<file path="src/rtl/serial_subtractor_if.sv">
// serial_subtractor_if
//   Handshake and operand/result bundle for the bit-serial subtractor.
//   master: drives start, a, b; observes busy, done, diff, bout (and ovf).
//   slave : the subtractor itself.
// Signals:
//   start        request, sampled by the subtractor only while idle
//   a, b         minuend / subtrahend, captured on an accepted start
//   busy         high while bits are being shifted through
//   done         one-cycle pulse; diff/bout valid from this cycle onward
//   diff         a - b modulo 2**WIDTH
//   bout         final borrow (1 iff a < b, unsigned)
//   ovf          signed overflow, present only when SERIAL_SUB_OVF_EN is defined
interface serial_subtractor_if #(
  parameter int WIDTH = 8
);
  logic             start;
  logic [WIDTH-1:0] a;
  logic [WIDTH-1:0] b;
  logic             busy;
  logic             done;
  logic [WIDTH-1:0] diff;
  logic             bout;
`ifdef SERIAL_SUB_OVF_EN
  logic             ovf;
`endif

  modport master (
    output start, a, b,
    input  busy, done, diff, bout
`ifdef SERIAL_SUB_OVF_EN
    , input ovf
`endif
  );

  modport slave (
    input  start, a, b,
    output busy, done, diff, bout
`ifdef SERIAL_SUB_OVF_EN
    , output ovf
`endif
  );
endinterface

</file>
<file path="src/rtl/serial_subtractor.sv">
// serial_subtractor
//   Bit-serial WIDTH-bit subtractor. Operands are captured on an accepted
//   start, then one difference bit per clock is produced LSB first through a
//   full-subtractor cell. Result and final borrow hold until the next start.
// Ports:
//   clk    single clock, rising edge
//   rst_n  synchronous active-low reset
//   bus    serial_subtractor_if.slave (start, a, b, busy, done, diff, bout[, ovf])
// Parameter:
//   WIDTH  operand/result width, 2..32; must match the interface WIDTH
// Build option:
//   SERIAL_SUB_OVF_EN  adds the signed-overflow output ovf
module serial_subtractor #(
  parameter int WIDTH = 8
) (
  input  logic                clk,
  input  logic                rst_n,
  serial_subtractor_if.slave  bus
);

  localparam int CNT_W = $clog2(WIDTH) + 1;
  localparam logic [CNT_W-1:0] LAST_BIT = CNT_W'(WIDTH - 1);

  typedef enum logic [1:0] {
    IDLE  = 2'd0,
    SHIFT = 2'd1,
    DONE  = 2'd2
  } state_t;

  state_t           state;
  state_t           state_nxt;
  logic [WIDTH-1:0] sa;
  logic [WIDTH-1:0] sb;
  logic [WIDTH-1:0] diff_q;
  logic             borrow;
  logic             bout_q;
  logic [CNT_W-1:0] cnt;
  logic             d;
  logic             bo;
  logic             last;
  logic             busy;
  logic             done;

  // Full-subtractor cell: returns {difference, borrow_out}.
  function automatic logic [1:0] full_sub(input logic x, input logic y, input logic bi);
    logic dd;
    logic bb;
    dd = x ^ y ^ bi;
    bb = (~x & y) | (~(x ^ y) & bi);
    return {dd, bb};
  endfunction

  assign {d, bo} = full_sub(sa[0], sb[0], borrow);
  assign last    = (cnt == LAST_BIT);

  always_ff @(posedge clk) begin
    if (!rst_n) state <= IDLE;
    else        state <= state_nxt;
  end

  always_comb begin
    state_nxt = state;
    busy      = 1'b0;
    done      = 1'b0;
    case (state)
      IDLE: begin
        if (bus.start) state_nxt = SHIFT;
      end
      SHIFT: begin
        busy = 1'b1;
        if (last) state_nxt = DONE;
      end
      DONE: begin
        done      = 1'b1;
        state_nxt = IDLE;
      end
      default: state_nxt = IDLE;
    endcase
  end

  // Datapath. Operands shift right so the current bit is always at [0];
  // each difference bit enters at the MSB so bit 0 lands at diff[0] after
  // WIDTH shifts. cnt reaches WIDTH on the final shift, which CNT_W holds.
  always_ff @(posedge clk) begin
    if (!rst_n) begin
      sa     <= '0;
      sb     <= '0;
      diff_q <= '0;
      borrow <= 1'b0;
      bout_q <= 1'b0;
      cnt    <= '0;
    end else begin
      case (state)
        IDLE: begin
          if (bus.start) begin
            sa     <= bus.a;
            sb     <= bus.b;
            borrow <= 1'b0;
            cnt    <= '0;
          end
        end
        SHIFT: begin
          diff_q <= {d, diff_q[WIDTH-1:1]};
          sa     <= sa >> 1;
          sb     <= sb >> 1;
          borrow <= bo;
          cnt    <= cnt + 1'b1;
          if (last) bout_q <= bo;
        end
        default: ;
      endcase
    end
  end

`ifdef SERIAL_SUB_OVF_EN
  logic ovf_q;

  // On the last bit sa[0]/sb[0] are the captured operand MSBs and d is the
  // result MSB: overflow when operand signs differ and the result sign
  // differs from the minuend.
  always_ff @(posedge clk) begin
    if (!rst_n) begin
      ovf_q <= 1'b0;
    end else if (state == SHIFT && last) begin
      ovf_q <= (sa[0] != sb[0]) && (d != sa[0]);
    end
  end

  assign bus.ovf = ovf_q;
`endif

  assign bus.busy = busy;
  assign bus.done = done;
  assign bus.diff = diff_q;
  assign bus.bout = bout_q;

endmodule

</file>
<file path="src/flat_wrapper.sv">
// flat-port wrapper written by rule: the top's interface ports become plain ports
module serial_subtractor_flat 
#(
  parameter int WIDTH = 8
)
  (clk, rst_n, bus_start, bus_a, bus_b, bus_busy, bus_done, bus_diff, bus_bout);
  serial_subtractor_if #(.WIDTH(WIDTH)) bus_i ();
  input  logic clk;
  input  logic rst_n;
  input wire logic [$bits(bus_i.start)-1:0] bus_start;
  input wire logic [$bits(bus_i.a)-1:0] bus_a;
  input wire logic [$bits(bus_i.b)-1:0] bus_b;
  output wire logic [$bits(bus_i.busy)-1:0] bus_busy;
  output wire logic [$bits(bus_i.done)-1:0] bus_done;
  output wire logic [$bits(bus_i.diff)-1:0] bus_diff;
  output wire logic [$bits(bus_i.bout)-1:0] bus_bout;
  assign bus_i.start = bus_start;
  assign bus_i.a = bus_a;
  assign bus_i.b = bus_b;
  assign bus_busy = bus_i.busy;
  assign bus_done = bus_i.done;
  assign bus_diff = bus_i.diff;
  assign bus_bout = bus_i.bout;
  serial_subtractor #(.WIDTH(WIDTH)) u_core (.clk(clk), .rst_n(rst_n), .bus(bus_i));
endmodule
</file>
<file path="config.mk">
export PLATFORM = sky130hd
export DESIGN_NAME = serial_subtractor_flat
export DESIGN_NICKNAME = d
export VERILOG_FILES = /design/src/rtl/serial_subtractor_if.sv /design/src/rtl/serial_subtractor.sv /design/src/flat_wrapper.sv
export SDC_FILE = /design/constraint.sdc
export NUM_CORES = 1
export LEC_CHECK = 0
export ABC_AREA = 1
export CAP_MARGIN = 20
export CORE_UTILIZATION = 55
export CTS_CLUSTER_DIAMETER = 80
export DETAILED_ROUTE_END_ITERATION = 8
export DONT_BUFFER_PORTS = 1
export GPL_TIMING_DRIVEN = 1
export HOLD_SLACK_MARGIN = 0.08
export PLACE_DENSITY = 0.81
export RECOVER_POWER = 25
export SYNTH_ARGS = -nofsm -noshare
export SYNTH_HDL_FRONTEND = slang
export SYNTH_SLANG_ARGS = --single-unit
</file>
<file path="constraint.sdc">
create_clock -name clk -period 1.1 [get_ports clk]
set_input_delay 0.22 -clock clk [delete_from_list [all_inputs] [get_ports clk]]
set_output_delay 0.22 -clock clk [all_outputs]
set_load 0.01 [all_outputs]
</file>
==> results.sh, run 1 <==
export IMPL_fmax_mhz=799
export IMPL_antenna_found_initial=0
export IMPL_endpoint_kind="output pin"
export IMPL_grt_pass1_wl_um=4960
export IMPL_post_route_drc_count=0
export IMPL_syn_area_per_cell_um2=6.84
export IMPL_fin_cells=255
export IMPL_drt_pass1_iter_count=4
export IMPL_insertion_delay_ps=340
export IMPL_r2r_cells=7
export IMPL_vias=1397
export IMPL_row_count=18
export IMPL_p_leak_nw=0.891
export IMPL_tightest_slew_ps=729
export IMPL_globalplace_congestion=0.769
export IMPL_cts_reportedPaths_clkPinSlew_ps=100
export IMPL_power_mw=2.42
export IMPL_dieArea_um2=2820
export IMPL_post_drt_wl_per_cell_um=14.8
export IMPL_clockRootBuffer="clkbuf_4"
export IMPL_tns_ps=-1270
export IMPL_worstHoldStart="bus_a[5]"
export IMPL_multi_input_area_um2=855
export IMPL_drive_above_1_share_pct=36.0
export IMPL_hold_ws_ps=87.9
export IMPL_synth_area_um2=1440
export IMPL_die_w_um=53.1
export IMPL_finalMaxSlewViolations=0
export IMPL_slew_headroom_pct=51.4
export IMPL_grt_ovfl_total=0
export IMPL_drv_cap=0
export IMPL_ys_types=17
export IMPL_finalHoldViolCount=0
export IMPL_first_iter_violations=27
export IMPL_r2r_start="u_core.state[0]"
export IMPL_core_um2=2480
export IMPL_grt_pass1_vias=1153
export IMPL_placed_area_um2=1480
export IMPL_n_fill_cell=166
export IMPL_worst_slack_ps=-152
export IMPL_worstReg2RegEnd="u_core.sa[6]"
export IMPL_io_pins=30
export IMPL_finalCritPeriodShare_pct=114
export IMPL_violations="setup timing"
export IMPL_routed_wl_um=3780
export IMPL_dpl_cell_count=236
export IMPL_synth_nets=231
export IMPL_regArea_um2=653
export IMPL_rsz0062_at_grt="true"
export IMPL_htree_levels=2
export IMPL_crit_type="register to output pin"
export IMPL_dp_hpwl_um=2030
export IMPL_powerDensity_nw_per_um2=1240
export IMPL_synth_cells=210
export IMPL_final_util_pct=78.6
export IMPL_final_setup_viol_count=26
export IMPL_yosysSeqAreaShare_pct=44.6
export IMPL_critPathArrivalTime_ps=1030
export IMPL_cts_buffers=5
export IMPL_area_delta_synth_final_pct=35.6
export IMPL_cp_start_kind="register"
export IMPL_dp_slack_ps=-48.8
export IMPL_grtUsageTotal_pct=25.1
export IMPL_rrSetupSlack_ps=-90
export IMPL_fin_crit_ps=1250
export IMPL_die_y_um=53.1
export IMPL_clock_sinks=32
export IMPL_antenna_cells=0
export IMPL_peakVddDrop_v=0.00109
export IMPL_num_nets_final=246
export IMPL_clockBufferDepth=2
export IMPL_min_to="u_core.sa[5]"
export IMPL_viasPerCell=5.48
export IMPL_hold_path_depth=4
export IMPL_min_path_type="input port to register"
export IMPL_initial_core_util_pct=58.0
export IMPL_status="complete, but fails checks"
export IMPL_ant_nets=0
export IMPL_tritoncts="yes"
export IMPL_cp_max_fo=9
export IMPL_final_cell_area_um2=1950
export IMPL_port_buffers=0
export IMPL_grt_max_degree=20
export IMPL_crit_required_ps=880
export IMPL_synth_seq_cells=32
export IMPL_fin_skew_ps=8.77
export IMPL_ys_warn_count=0
[critical path: stages (launching register included)]
cell and delay, ps:
dfxtp_4 390, inv_4 40, nor2_4 120, buf_12 140
[final cells by class]
class	count	share of cell area, %
clock buffers	6	2.12
multi-input cells	143	43.9
repair buffers	20	13.7
inverters	23	4.56
clock inverters	1	0.257
well taps	30	1.93
flip-flops and latches	32	33.5
[kinds of logic after synthesis]
family / after synthesis / share of synthesized area, %
AOI/OAI and AO/OA: 19 / 6.62
adders and majority gates: 2 / 2.26
and+or+nand+nor: 122 / 35.8
DFF: 32 / 44.6
buffers and inverters: 35 / 10.7
[worst max-delay path by stage]
stage	startpoint	end	depth (start not counted)	slack (ps)
CTS	u_core.state[0]	bus_busy	3	-140
floorplan	u_core.sb[0]	u_core.bus.diff[7]	4	10
detailed placement	u_core.sb[0]	u_core.bus.bout	5	-50
finish	u_core.state[0]	bus_busy	3	-150
global route	u_core.state[0]	bus_busy	3	-200
global placement	u_core.sb[0]	u_core.bus.bout	5	0.2
[power breakdown]
| part | internal [mW] | switching (mW) | leakage, nW |
|---|---|---|---|
| clock | 0.235 | 0.391 | 0.0281 |
| sequential | 1.23 | 0.0685 | 0.265 |
| combinational | 0.240 | 0.259 | 0.597 |
[layer usage]
metal / share of wire (%) / track usage [%] / up-vias / wire, um
li1: - / - / 688 / -
met1: 38 / 27.8 / 644 / 1430
met2: 51 / 41.6 / 56 / 1930
met3: 8.8 / 12.1 / 9 / 334
met4: 2.2 / 8.33 / 0 / 85
met5: 0 / 0 / - / 0
[cells in the final DEF, fill, tap and decap left out, drive strengths merged]
cell type,count
a21oi,8
buf,14
clkbuf,8
clkinv,1
dfxtp,32
dlygate4sd3,3
dlymetal6s4s,1
fa,1
ha,1
inv,23
nand2,44
nand3,37
nor2,41
o21ai,11
[synthesized netlist by cell type]
library cell | n | area share [%]
clkbuf_2 | 1 | 0.35
dfxtp_1 | 32 | 45
clkbuf_1 | 2 | 0.52
o21ai_1 | 1 | 0.35
nand3_1 | 37 | 13
nor2_1 | 39 | 10
nor2_2 | 2 | 0.87
o21ai_0 | 10 | 3.5
a21oi_1 | 8 | 2.8
nand2_2 | 2 | 0.87
buf_4 | 4 | 2.1
inv_1 | 21 | 5.5
buf_2 | 5 | 1.7
nand2_1 | 42 | 11
fa_1 | 1 | 1.4
ha_1 | 1 | 0.87
inv_2 | 2 | 0.52
[flip-flops by register name (all words and copies together), names as in the netlist]
name	cells
u_core.cnt	4
u_core.state	2
u_core.sa	8
u_core.bus.bout	1
u_core.sb	8
u_core.borrow	1
u_core.bus.diff	8
[repair_timing]
item                       in CTS  in global routing
gates cloned                    1                  3
resized for setup              12                 69
buffers inserted                3                  1
pin swaps                       2                 24
setup endpoints to repair      22                 32
hold buffers                    4                  0
hold endpoints to repair       22                  0
Power figures use the tool's default switching activity.
==> run 2, diff against run 1 <==
- RECOVER_POWER: 25 -> 100
- SETUP_SLACK_MARGIN: default -> 0.1
==> run 2 against run 1 <==
The flow finishes with violations (hold timing, setup timing). Sequential cell count unchanged. Register-to-register slack improved by 70 ps. Non-clock buffer count decreased by 3. Cell count decreased by 0.78%. Worst setup slack improved by 82 ps. Sequential power about the same. Cell area decreased by 8.2%.
==> results.sh, run 2 (synthesized netlist as in run 1, its figures left out) <==
export IMPL_status="complete, but fails checks"
export IMPL_violations="hold timing, setup timing"
export IMPL_hold_path_depth=2
export IMPL_tightest_slew_ps=475
export IMPL_slew_headroom_pct=68.3
export IMPL_clockBufferDepth=2
export IMPL_worst_slack_ps=-69.6
export IMPL_drt_pass1_iter_count=4
export IMPL_dp_hpwl_um=2040
export IMPL_grt_pass1_vias=1202
export IMPL_min_to="u_core.sa[3]"
export IMPL_worstHoldStart="rst_n"
export IMPL_rrSetupSlack_ps=-20
export IMPL_vias=1380
export IMPL_finalHoldViolCount=9
export IMPL_comb_power_share_pct=16.9
export IMPL_grt_max_degree=21
export IMPL_grt_ovfl_total=0
export IMPL_dieArea_um2=2820
export IMPL_p_leak_nw=0.791
export IMPL_worstReg2RegEnd="u_core.sb[4]"
export IMPL_final_setup_viol_count=9
export IMPL_powerDensity_nw_per_um2=1340
export IMPL_core_um2=2480
export IMPL_grtUsageTotal_pct=25.4
export IMPL_tritoncts="yes"
export IMPL_cp_max_fo=5
export IMPL_globalplace_congestion=0.783
export IMPL_peakVddDrop_v=0.000910
export IMPL_fin_crit_ps=1170
export IMPL_initial_core_util_pct=58.0
export IMPL_most_common_layout_cells="36 x nor2_1, 36 x nand2_1, 30 x nand3_1"
export IMPL_first_iter_violations=49
export IMPL_cts_buffers=5
export IMPL_cp_start_kind="register"
export IMPL_row_count=18
export IMPL_endpoint_kind="output pin"
export IMPL_antenna_cells=0
export IMPL_die_y_um=53.1
export IMPL_port_buffers=0
export IMPL_finalMaxSlewViolations=0
export IMPL_rsz0062_at_grt="true"
export IMPL_r2r_cells=8
export IMPL_pwr_share_seq_pct=54.1
export IMPL_drv_cap=0
export IMPL_cts_reportedPaths_clkPinSlew_ps=100
export IMPL_post_route_drc_count=0
export IMPL_viasPerCell=5.45
export IMPL_r2r_start="u_core.state[0]"
export IMPL_htree_levels=2
export IMPL_netSwitchingPower_mw=0.658
export IMPL_insertion_delay_ps=320
export IMPL_fin_skew_ps=10.8
export IMPL_fmax_mhz=855
export IMPL_swShare_pct=27.5
export IMPL_routed_wl_um=3410
export IMPL_post_drt_wl_per_cell_um=13.5
export IMPL_antenna_found_initial=0
export IMPL_power_frac_clock_pct=29.0
export IMPL_power_mw=2.39
export IMPL_dp_slack_ps=8.15
export IMPL_finalCritPeriodShare_pct=106
export IMPL_crit_type="register to output pin"
export IMPL_num_nets_final=243
export IMPL_fin_cells=253
export IMPL_crit_required_ps=880
export IMPL_dpl_cell_count=237
export IMPL_hold_ws_ps=-12.7
export IMPL_grt_pass1_wl_um=5080
export IMPL_tns_ps=-195
export IMPL_clockRootBuffer="clkbuf_4"
export IMPL_critPathArrivalTime_ps=950
export IMPL_ant_nets=0
export IMPL_area_delta_synth_final_pct=24.6
export IMPL_p_int_mw=1.73
export IMPL_io_pins=30
export IMPL_clock_sinks=32
export IMPL_die_w_um=53.1
export IMPL_drive_above_1_share_pct=27.8
export IMPL_n_fill_cell=206
export IMPL_min_path_type="input port to register"
==> run 2: how the worst max path moves through the flow <==
| stage | start | to | slack [ps] |
|---|---|---|---|
| finish | u_core.state[0] | bus_busy | -70 |
| global route | u_core.state[0] | bus_busy | -110 |
| CTS | u_core.state[0] | bus_busy | -70 |
| detailed placement | u_core.state[0] | u_core.sb[4] | 8 |
| global placement | u_core.borrow | u_core.bus.diff[7] | 30 |
| floorplan | u_core.borrow | u_core.bus.diff[7] | 40 |
==> run 2: layer usage <==
metal	track usage [%]	wire length, um	vias up	part of all wire [%]
li1	-	-	685	-
met1	29.7	1340	650	39
met2	42.8	1800	40	53
met3	9.77	231	5	6.8
met4	7.02	42	0	1.2
met5	0	0	-	0
==> run 2: cell type report <==
class	count	area, um2	area share (%)
Multi-Input combinational cell	143	766	42.8
Sequential cell	32	654	36.6
Clock buffer	8	58.8	3.29
Inverter	23	86.3	4.83
Timing Repair Buffer	17	186	10.4
Tap cell	30	37.5	2.10
==> run 2: critical path, cell delays in order (launching register included) <==
cell	delay (ps)
dfxtp_4	370
inv_2	40
nor2_4	90
buf_6	130
==> run 2: power groups by stage <==
| stage | sequential, mW | clock [mW] | combinational, mW |
|---|---|---|---|
| floorplan | 1.30 | 0 | 0.240 |
| global placement | 1.31 | 0 | 0.276 |
| detailed placement | 1.31 | 0 | 0.287 |
| CTS | 1.29 | 0.701 | 0.381 |
| global route | 1.30 | 0.757 | 0.445 |
| finish | 1.29 | 0.693 | 0.404 |
==> run 2: timing repair <==
item,in CTS,in global routing
gates cloned,3,0
gates resized for setup,44,21
pin swaps,5,6
hold buffers,2,1
setup endpoints to repair,33,37
setup buffers,2,0
endpoints found under the hold margin,21,20
==> run 2: per-stage QoR <==
| stage | instance area, um2 | utilization (%) |
|---|---|---|
| floorplan | 1440 | - |
| global placement | 1480 | 59.5 |
| detailed placement | 1480 | 59.5 |
| CTS | 1710 | 69.1 |
| global route | 1790 | 72.2 |
| finish | 1790 | 72.2 |
==> run 3, diff against run 2 <==
- CORE_MARGIN: default -> 2
==> run 3 against run 2 <==
The run still ends with hold timing, setup timing left. Die area rose by 7.7%. Worst setup slack got worse by 16 ps. Fmax fell by 1.4%. Global-route usage fell by 1.7 points. Non-clock buffer count rose by 2. Total power rose by 0.11%. Via count fell by 2.0%. Critical path depth did not move. Highest routed layer unchanged.
==> results.sh, run 3 (synthesized netlist as in run 1, its figures left out) <==
export IMPL_cp_start_kind="register"
export IMPL_fin_cells=255
export IMPL_peakVddDrop_v=0.000979
export IMPL_finalMaxSlewViolations=0
export IMPL_drt_pass1_iter_count=4
export IMPL_fin_skew_ps=7.60
export IMPL_clockBufferDepth=2
export IMPL_die_y_um=55.1
export IMPL_cp_cell_sequence="inv_2, nor2_4, buf_6"
export IMPL_grt_pass1_wl_um=5000
export IMPL_area_delta_synth_final_pct=23.5
export IMPL_insertion_delay_ps=320
export IMPL_finalCritPeriodShare_pct=108
export IMPL_cts_reportedPaths_clkPinSlew_ps=100
export IMPL_fmax_mhz=843
export IMPL_clock_sinks=32
export IMPL_viasPerCell=5.30
export IMPL_dpl_cell_count=238
export IMPL_drive_above_1_share_pct=27.6
export IMPL_critPathBufInv=2
export IMPL_tritoncts="yes"
export IMPL_die_w_um=55.1
export IMPL_dieArea_um2=3040
export IMPL_final_common_cell="nand2_1"
export IMPL_post_route_drc_count=0
export IMPL_io_pins=30
export IMPL_grt_pass1_vias=1165
export IMPL_htree_levels=2
export IMPL_crit_type="register to output pin"
export IMPL_drv_cap=0
export IMPL_worst_slack_ps=-86.0
export IMPL_critical_path_slowest_cell="dfxtp_4"
export IMPL_finalHoldViolCount=7
export IMPL_hold_buffers=3
export IMPL_ant_nets=0
export IMPL_n_fill_cell=205
export IMPL_antenna_found_initial=0
export IMPL_slowest_delay_ps=380
export IMPL_status="complete, but fails checks"
export IMPL_fin_crit_ps=1190
export IMPL_vias=1352
export IMPL_first_iter_violations=27
export IMPL_num_nets_final=245
export IMPL_grt_ovfl_total=0
export IMPL_hold_ws_ps=-13.8
export IMPL_slew_headroom_pct=71.4
export IMPL_crit_required_ps=880
export IMPL_row_count=18
export IMPL_dp_hpwl_um=2170
export IMPL_grt_max_degree=21
export IMPL_rsz0062_at_grt="true"
export IMPL_core_um2=2480
export IMPL_path_delay_family="flip-flops"
export IMPL_powerDensity_nw_per_um2=1350
export IMPL_p_leak_nw=0.802
export IMPL_violations="hold timing, setup timing"
export IMPL_cp_max_fo=5
export IMPL_routed_wl_um=3380
export IMPL_endpoint_kind="output pin"
export IMPL_antenna_cells=0
export IMPL_most_common_layout_cells="40 x nand2_1, 34 x nor2_1, 30 x nand3_1"
export IMPL_clockRootBuffer="clkbuf_4"
export IMPL_initial_core_util_pct=58.0
export IMPL_post_drt_wl_per_cell_um=13.2
export IMPL_port_buffers=0
export IMPL_globalplace_congestion=0.802
export IMPL_final_setup_viol_count=16
export IMPL_cts_buffers=5
export IMPL_tightest_slew_ps=429
export IMPL_grtUsageTotal_pct=23.7
export IMPL_critPathArrivalTime_ps=970
export IMPL_min_path_type="input port to register"
[run 3: cell count changes in the layout (fill, tap and decap cells not counted), moves of 2 or more]
| cell | before | now |
|---|---|---|
| a21oi_1 | 5 | 7 |
| a21oi_2 | 3 | 1 |
| clkbuf_1 | 2 | 0 |
| clkinv_2 | 0 | 2 |
| nand2_1 | 36 | 40 |
| nand2_2 | 7 | 3 |
| nor2_1 | 36 | 34 |
| nor2_2 | 1 | 4 |
| o21ai_1 | 6 | 4 |
| o21ai_2 | 4 | 6 |
[run 3: cell type report]
type / instances / area [um2] / area share (%)
multi-input combinational: 143 / 751 / 42.3
sequential: 32 / 653 / 36.8
timing repair buffer: 19 / 183 / 10.3
inverter: 23 / 88.8 / 5.01
clock buffer: 6 / 51.3 / 2.89
tap: 30 / 37.5 / 2.12
clock inverter: 2 / 10.0 / 0.564
[run 3: path summary, 6_finish.rpt]
| kind | start | end | slack (ps) | depth (start not counted) |
|---|---|---|---|---|
| max | u_core.state[0] | bus_busy | -90 | 3 |
| min | rst_n | u_core.sa[1] | -10 | 2 |
| max reg2reg | u_core.state[0] | u_core.sb[4] | -60 | 7 |
| min reg2reg | u_core.sa[7] | u_core.sa[7] | 490 | 2 |
[run 3: layer usage]
layer | track usage [%] | wire length, um | vias to the layer above
met5 | 0 | 0 | -
met1 | 27.4 | 1450 | 628
li1 | - | - | 688
met3 | 8.33 | 191 | 5
met4 | 8.54 | 31 | 0
met2 | 40.3 | 1700 | 31
[run 3: timing repair]
item                                   4_1_cts  5_1_grt
setup endpoints to repair                   34       38
cloned                                       2        2
pin swaps                                    5        7
setup buffers                                2        0
endpoints found under the hold margin       22       19
resized for setup                           35       32
[run 3: power breakdown]
group	internal [mW]	switching [mW]	leakage, nW	total, mW
clock network	0.304	0.392	0.0380	0.696
registers	1.23	0.0637	0.265	1.29
logic	0.185	0.218	0.498	0.403
[run 3: per-stage QoR]
stage          worst slack [ps]  util [%]  area (um2)  TNS, ps  total power [mW]
2_1_floorplan              36.3         -        1440        0              1.54
3_3_place_gp               22.1      59.8        1480        0              1.59
3_5_place_dp              -45.7      59.8        1480    -45.7              1.61
4_1_cts                   -95.1      69.2        1710     -302              2.38
5_1_grt                    -149      71.6        1770    -1830              2.52
6_report                  -86.0      71.6        1770     -505              2.39
